### src/rtl/sys_ctrl_rf.sv
// sys_ctrl_rf: byte-command front end that turns AA (write) / BB (read)
// frames into register-file accesses and answers reads or errors over tx.
// Ports: clk, reset (async, active high); rx_data_in/rx_valid_in command
// bytes; rf_* register-file write/read strobes, address, data and read
// return; tx_data_out/tx_valid_out/tx_ready_in response handshake;
// busy_out (any state but IDLE); err_out (one-cycle frame-error pulse).
module sys_ctrl_rf #(
    parameter int WIDTH   = 8,
    parameter int ADDR    = 4,
    parameter int TIMEOUT = 255
) (
    input  logic             clk,
    input  logic             reset,
    input  logic [7:0]       rx_data_in,
    input  logic             rx_valid_in,
    output logic             rf_wr_en_out,
    output logic             rf_rd_en_out,
    output logic [ADDR-1:0]  rf_addr_out,
    output logic [WIDTH-1:0] rf_wr_data_out,
    input  logic [WIDTH-1:0] rf_rd_data_in,
    input  logic             rf_rd_valid_in,
    output logic [7:0]       tx_data_out,
    output logic             tx_valid_out,
    input  logic             tx_ready_in,
    output logic             busy_out,
    output logic             err_out
);

    typedef enum logic [2:0] {
        IDLE,
        WR_ADDR,
        WR_DATA,
        WR_ISSUE,
        RD_ADDR,
        RD_ISSUE,
        RD_WAIT,
        TX_SEND
    } state_t;

    // The counter is 8 bits wide, so a larger limit behaves as 255.
    localparam logic [7:0] TMO = (TIMEOUT > 255) ? 8'hFF : 8'(TIMEOUT);

    state_t           state_q, state_d;
    logic [7:0]       cnt_q, cnt_d;
    logic [ADDR-1:0]  addr_q, addr_d;
    logic [WIDTH-1:0] wdata_q, wdata_d;
    logic [7:0]       txd_q, txd_d;
    logic             err_q, err_d;

    logic waiting;
    logic timed_out;
    logic addr_ok;
    logic raise_err;

    always_ff @(posedge clk or posedge reset) begin
        if (reset) begin
            state_q <= IDLE;
            cnt_q   <= '0;
            addr_q  <= '0;
            wdata_q <= '0;
            txd_q   <= '0;
            err_q   <= 1'b0;
        end else begin
            state_q <= state_d;
            cnt_q   <= cnt_d;
            addr_q  <= addr_d;
            wdata_q <= wdata_d;
            txd_q   <= txd_d;
            err_q   <= err_d;
        end
    end

    always_comb begin
        state_d   = state_q;
        cnt_d     = '0;
        addr_d    = addr_q;
        wdata_d   = wdata_q;
        txd_d     = txd_q;
        err_d     = 1'b0;
        raise_err = 1'b0;

        waiting   = state_q inside {WR_ADDR, WR_DATA, RD_ADDR, RD_WAIT};
        timed_out = waiting && (cnt_q == TMO);
        addr_ok   = (rx_data_in >> ADDR) == 8'd0;

        unique case (state_q)
            IDLE: begin
                if (rx_valid_in) begin
                    if (rx_data_in == 8'hAA) begin
                        state_d = WR_ADDR;
                    end else if (rx_data_in == 8'hBB) begin
                        state_d = RD_ADDR;
                    end else begin
                        raise_err = 1'b1;
                    end
                end
            end
            WR_ADDR, RD_ADDR: begin
                if (rx_valid_in) begin
                    if (addr_ok) begin
                        addr_d  = ADDR'(rx_data_in);
                        state_d = (state_q == WR_ADDR) ? WR_DATA : RD_ISSUE;
                    end else begin
                        raise_err = 1'b1;
                    end
                end else if (timed_out) begin
                    raise_err = 1'b1;
                end
            end
            WR_DATA: begin
                if (rx_valid_in) begin
                    wdata_d = WIDTH'(rx_data_in);
                    state_d = WR_ISSUE;
                end else if (timed_out) begin
                    raise_err = 1'b1;
                end
            end
            WR_ISSUE: state_d = IDLE;
            RD_ISSUE: state_d = RD_WAIT;
            RD_WAIT: begin
                // Returned data wins over a timeout landing on the same edge.
                if (rf_rd_valid_in) begin
                    txd_d   = 8'(rf_rd_data_in);
                    state_d = TX_SEND;
                end else if (timed_out) begin
                    raise_err = 1'b1;
                end
            end
            TX_SEND: begin
                if (tx_ready_in) begin
                    state_d = IDLE;
                end
            end
        endcase

        if (raise_err) begin
            state_d = TX_SEND;
            txd_d   = 8'hEE;
            err_d   = 1'b1;
        end

        // Any state change (entry or accepted byte) restarts the count;
        // staying in a waiting state counts up and sticks at all-ones.
        if (waiting && state_d == state_q) begin
            cnt_d = (cnt_q == 8'hFF) ? cnt_q : cnt_q + 8'd1;
        end
    end

    assign rf_wr_en_out   = (state_q == WR_ISSUE);
    assign rf_rd_en_out   = (state_q == RD_ISSUE);
    assign rf_addr_out    = addr_q;
    assign rf_wr_data_out = wdata_q;
    assign tx_data_out    = txd_q;
    assign tx_valid_out   = (state_q == TX_SEND);
    assign busy_out       = (state_q != IDLE);
    assign err_out        = err_q;

endmodule

### config.mk
export PLATFORM = sky130hd
export DESIGN_NAME = sys_ctrl_rf
export DESIGN_NICKNAME = d
export VERILOG_FILES = /design/src/rtl/sys_ctrl_rf.sv
export SDC_FILE = /design/constraint.sdc
export NUM_CORES = 1
export LEC_CHECK = 0
export CAP_MARGIN = 15
export CORE_MARGIN = 4
export CORE_UTILIZATION = 45
export DETAILED_ROUTE_END_ITERATION = 10
export GPL_TIMING_DRIVEN = 1
export PLACE_DENSITY = 0.85
export SETUP_SLACK_MARGIN = 0.02
export SYNTH_ARGS = -nofsm -noshare
export SYNTH_HDL_FRONTEND = slang
export SYNTH_SLANG_ARGS = --single-unit
### constraint.sdc
create_clock -name clk -period 4.75 [get_ports clk]
set_clock_uncertainty 0.2 [all_clocks]
set_input_delay 0.7125 -clock clk [delete_from_list [all_inputs] [get_ports clk]]
set_output_delay 0.7125 -clock clk [all_outputs]
set_load 0.02 [all_outputs]
==> results by group <==
Run status
  – Outcome: finished clean

Power
  – Max VDD drop: about 370 µV
  – Pint: 824.3 µW
  – Clk pwr share: 0.151
  – Power Total: ~1.4 mW
  – Seq pwr share: 0.341
  – P_sw: 561.8 µW
  – Combinational Power Share: 0.509
  – Net Sw Frac: 0.4053
  – Pleak: 0.9569 nW
  – Pwr dens: 625.5 nW/µm²

Floorplan
  – Initial Util: 0.4791
  – Die Area: 4697 µm²
  – Die H: 68.54 µm
  – IO Pins: 46
  – Core area: 3442 µm²
  – Chip width: 68.54 µm
  – Rows: 21

Worst setup path
  – Critical Path AT: 2950 ps
  – CP Launch Type: input port
  – Reg2Reg Setup Slack: around 2200 ps
  – CP required: around 4800 ps
  – Worst setup EP type: flop
  – CP bufs+invs: 2
  – Critical path's top delay family: compound AO/OA/AOI/OAI gates
  – CP max stage delay: 530 ps
  – CP Max Fanout: 10
  – Slowest CP cell: clkdlybuf4s50_1
  – Crit path cell chain: clkdlybuf4s50_1 > nor4_4 > a211o_1 > o211a_1 > inv_8 > a211oi_4 > o21ai_4 > nor3_2
  – WS Path Type: in2reg

Synthesis
  – Sequential cell area fraction in the yosys report: 0.4856
  – Total number of yosys warnings: 0
  – Area leader, netlist: dfrtp_1
  – Synth area leaders: dfrtp_1, mux2_1, nand2_1, nand3_1, a21oi_1
  – Ys flop type: dfrtp_1
  – Most common cell in the netlist: dfrtp_1
  – Post-synth top cells: dfrtp_1, nand2_1, nand3_1
  – Asr flop ratio synth: 1.000
  – Synth Register Bits: 32
  – Post-synthesis net count: 181
  – Top cell type's share of synthesized area: 0.4856
  – Mapped Avg Cell Area: 10.37 µm²
  – Post-Syn Area: around 1600 µm²
  – Post-synth EDFFs: 0
  – Post-synthesis cell count: ~160
  – Unique masters post-synth: 41

Finish
  – Layout cell share with drive strength beyond 1: 0.08213
  – Ant. Diodes: 0
  – Syn-to-layout area delta: 34.37%
  – Fillers: 276
  – Final nets: 228
  – Final instance area: 2216 µm²
  – Fin cells: 253
  – Final Util: 0.6438

Detailed routing
  – WL final: 3.784 mm
  – Vias per inst: ~5.5
  – Total vias in the final route: 1401
  – DRC violations left: 0
  – Drt wl/cell: 14.96 µm
  – Iter 0 DRT Violations: 47
  – Drt first pass iters: 4
  – Final ANT Viol Nets: 0

Clock tree
  – Post-CTS Resized: 0
  – CTS max path bufs: 2
  – Hold_buf cts: 0
  – Clock Tree Root: clkbuf_8
  – CTS buffer count: 5
  – CTS H-tree lvls: 2
  – Clock sink total: 32
  – Post-CTS Setup Inserts: 0
  – Clock-pin slew on the worst setup and hold paths: ~60 ps
  – CTS tree: done
  – Clk_lat worst skew: about 280 ps

Min path
  – Hold WC Path Type: reg2reg

Timing
  – Final setup TNS: 0 ps
  – Worst-margin pin slew: 688.4 ps
  – Fin Hold WS: 284.6 ps
  – Final setup margin: 1804 ps
  – Finish-stage setup viols: 0
  – Final max-slew violation count: 0
  – RSZ-0062 raised after global routing: no
  – F_max: 0.3394 GHz
  – Final cycle utilization of the critical path: 0.6202
  – Slew headroom: 0.5390
  – Period minus WS final: 2946 ps
  – Hold Vio Cnt, Final: 0

GRT
  – First-pass GRT wire length: between 6 and 7 mm
  – Gr ovfl total: 0
  – Largest net degree at the start of global routing: 33
  – Total GRT Usage: 0.1821
  – Initial antenna violation count: 0
  – Vias in the first global route: roughly 1400

Job
  – Max cap viols: 0

Placed design
  – I/O Buffers: 45
  – Pre-CTS setup slack: 1537 ps
  – Placed Cells: about 250
  – Dpl hpwl: 2.811 mm
  – Placer Congestion: 0.8314
  – Dpl cell area: 2126 µm²
-- cells in the final DEF (no fill, tap or decap), types with 2 or more instances in the layout --
cell type,n
a21oi_1,8
and3_1,5
and4b_1,2
clkbuf_1,2
clkbuf_8,6
clkdlybuf4s50_1,45
dfrtp_1,32
inv_1,2
inv_2,2
mux2_1,12
mux2i_1,4
nand2_1,28
nand3_1,13
nand3b_1,2
nand4_1,2
nor2_1,9
nor2b_1,2
nor3_1,2
o21ai_0,5
xnor2_1,3
-- power groups by stage --
stage | sequential [mW] | clock, mW | combinational, mW
2_1_floorplan | 0.537 | 0 | 0.378
3_3_place_gp | 0.472 | 0 | 0.696
3_5_place_dp | 0.476 | 0 | 0.706
4_1_cts | 0.472 | 0.213 | 0.714
5_1_grt | 0.490 | 0.224 | 0.763
6_report | 0.472 | 0.209 | 0.705
-- state kept, by name, indices dropped and copies added (netlist names) --
name / cells
cnt_q: 8
err_out: 1
rf_addr_out: 4
rf_wr_data_out: 8
state_q: 3
tx_data_out: 8
-- path summary, 6_finish.rpt --
kind	startpoint	to	cells after the start
setup / recovery	rx_data_in[4]	cnt_q[6]$_DFFE_PP0P_	8
hold / removal	rf_wr_data_out[0]$_DFFE_PP0P_	rf_wr_data_out[0]$_DFFE_PP0P_	1
setup reg to reg	state_q[2]$_DFF_PP0_	cnt_q[3]$_DFFE_PP0P_	7
hold reg to reg	rf_wr_data_out[0]$_DFFE_PP0P_	rf_wr_data_out[0]$_DFFE_PP0P_	1
max in group asynchronous	reset	state_q[1]$_DFF_PP0_	3
min in group asynchronous	reset	cnt_q[1]$_DFFE_PP0P_	3
-- cell type report --
cell class | count | area [µm²] | share of cell area
multi-input combinational | 116 | 783.3 | 0.3535
tap | 46 | 57.56 | 0.02597
inverter | 5 | 26.28 | 0.01186
sequential | 32 | 800.8 | 0.3614
clock buffer | 8 | 90.09 | 0.04065
timing repair buffer | 46 | 457.9 | 0.2067
-- logic make-up after synthesis --
| family | synth area share |
|---|---|
| mux | 0.1062 |
| xor+xnor | 0.01594 |
| simple gates | 0.2306 |
| fa+ha+maj | 0.007586 |
| buf+inv | 0.03945 |
| compound gates | 0.1146 |
| flops | 0.4856 |
-- per-layer routing --
layer / vias to the layer above / global-route usage / part of all wire
met2: 32 / 0.3087 / 0.53
li1: 655 / - / -
met5: - / 0 / 0
met1: 704 / 0.2220 / 0.41
met3: 10 / 0.04052 / 0.036
met4: 0 / 0.07692 / 0.025
No activity file was read; power rests on OpenSTA's default activity.
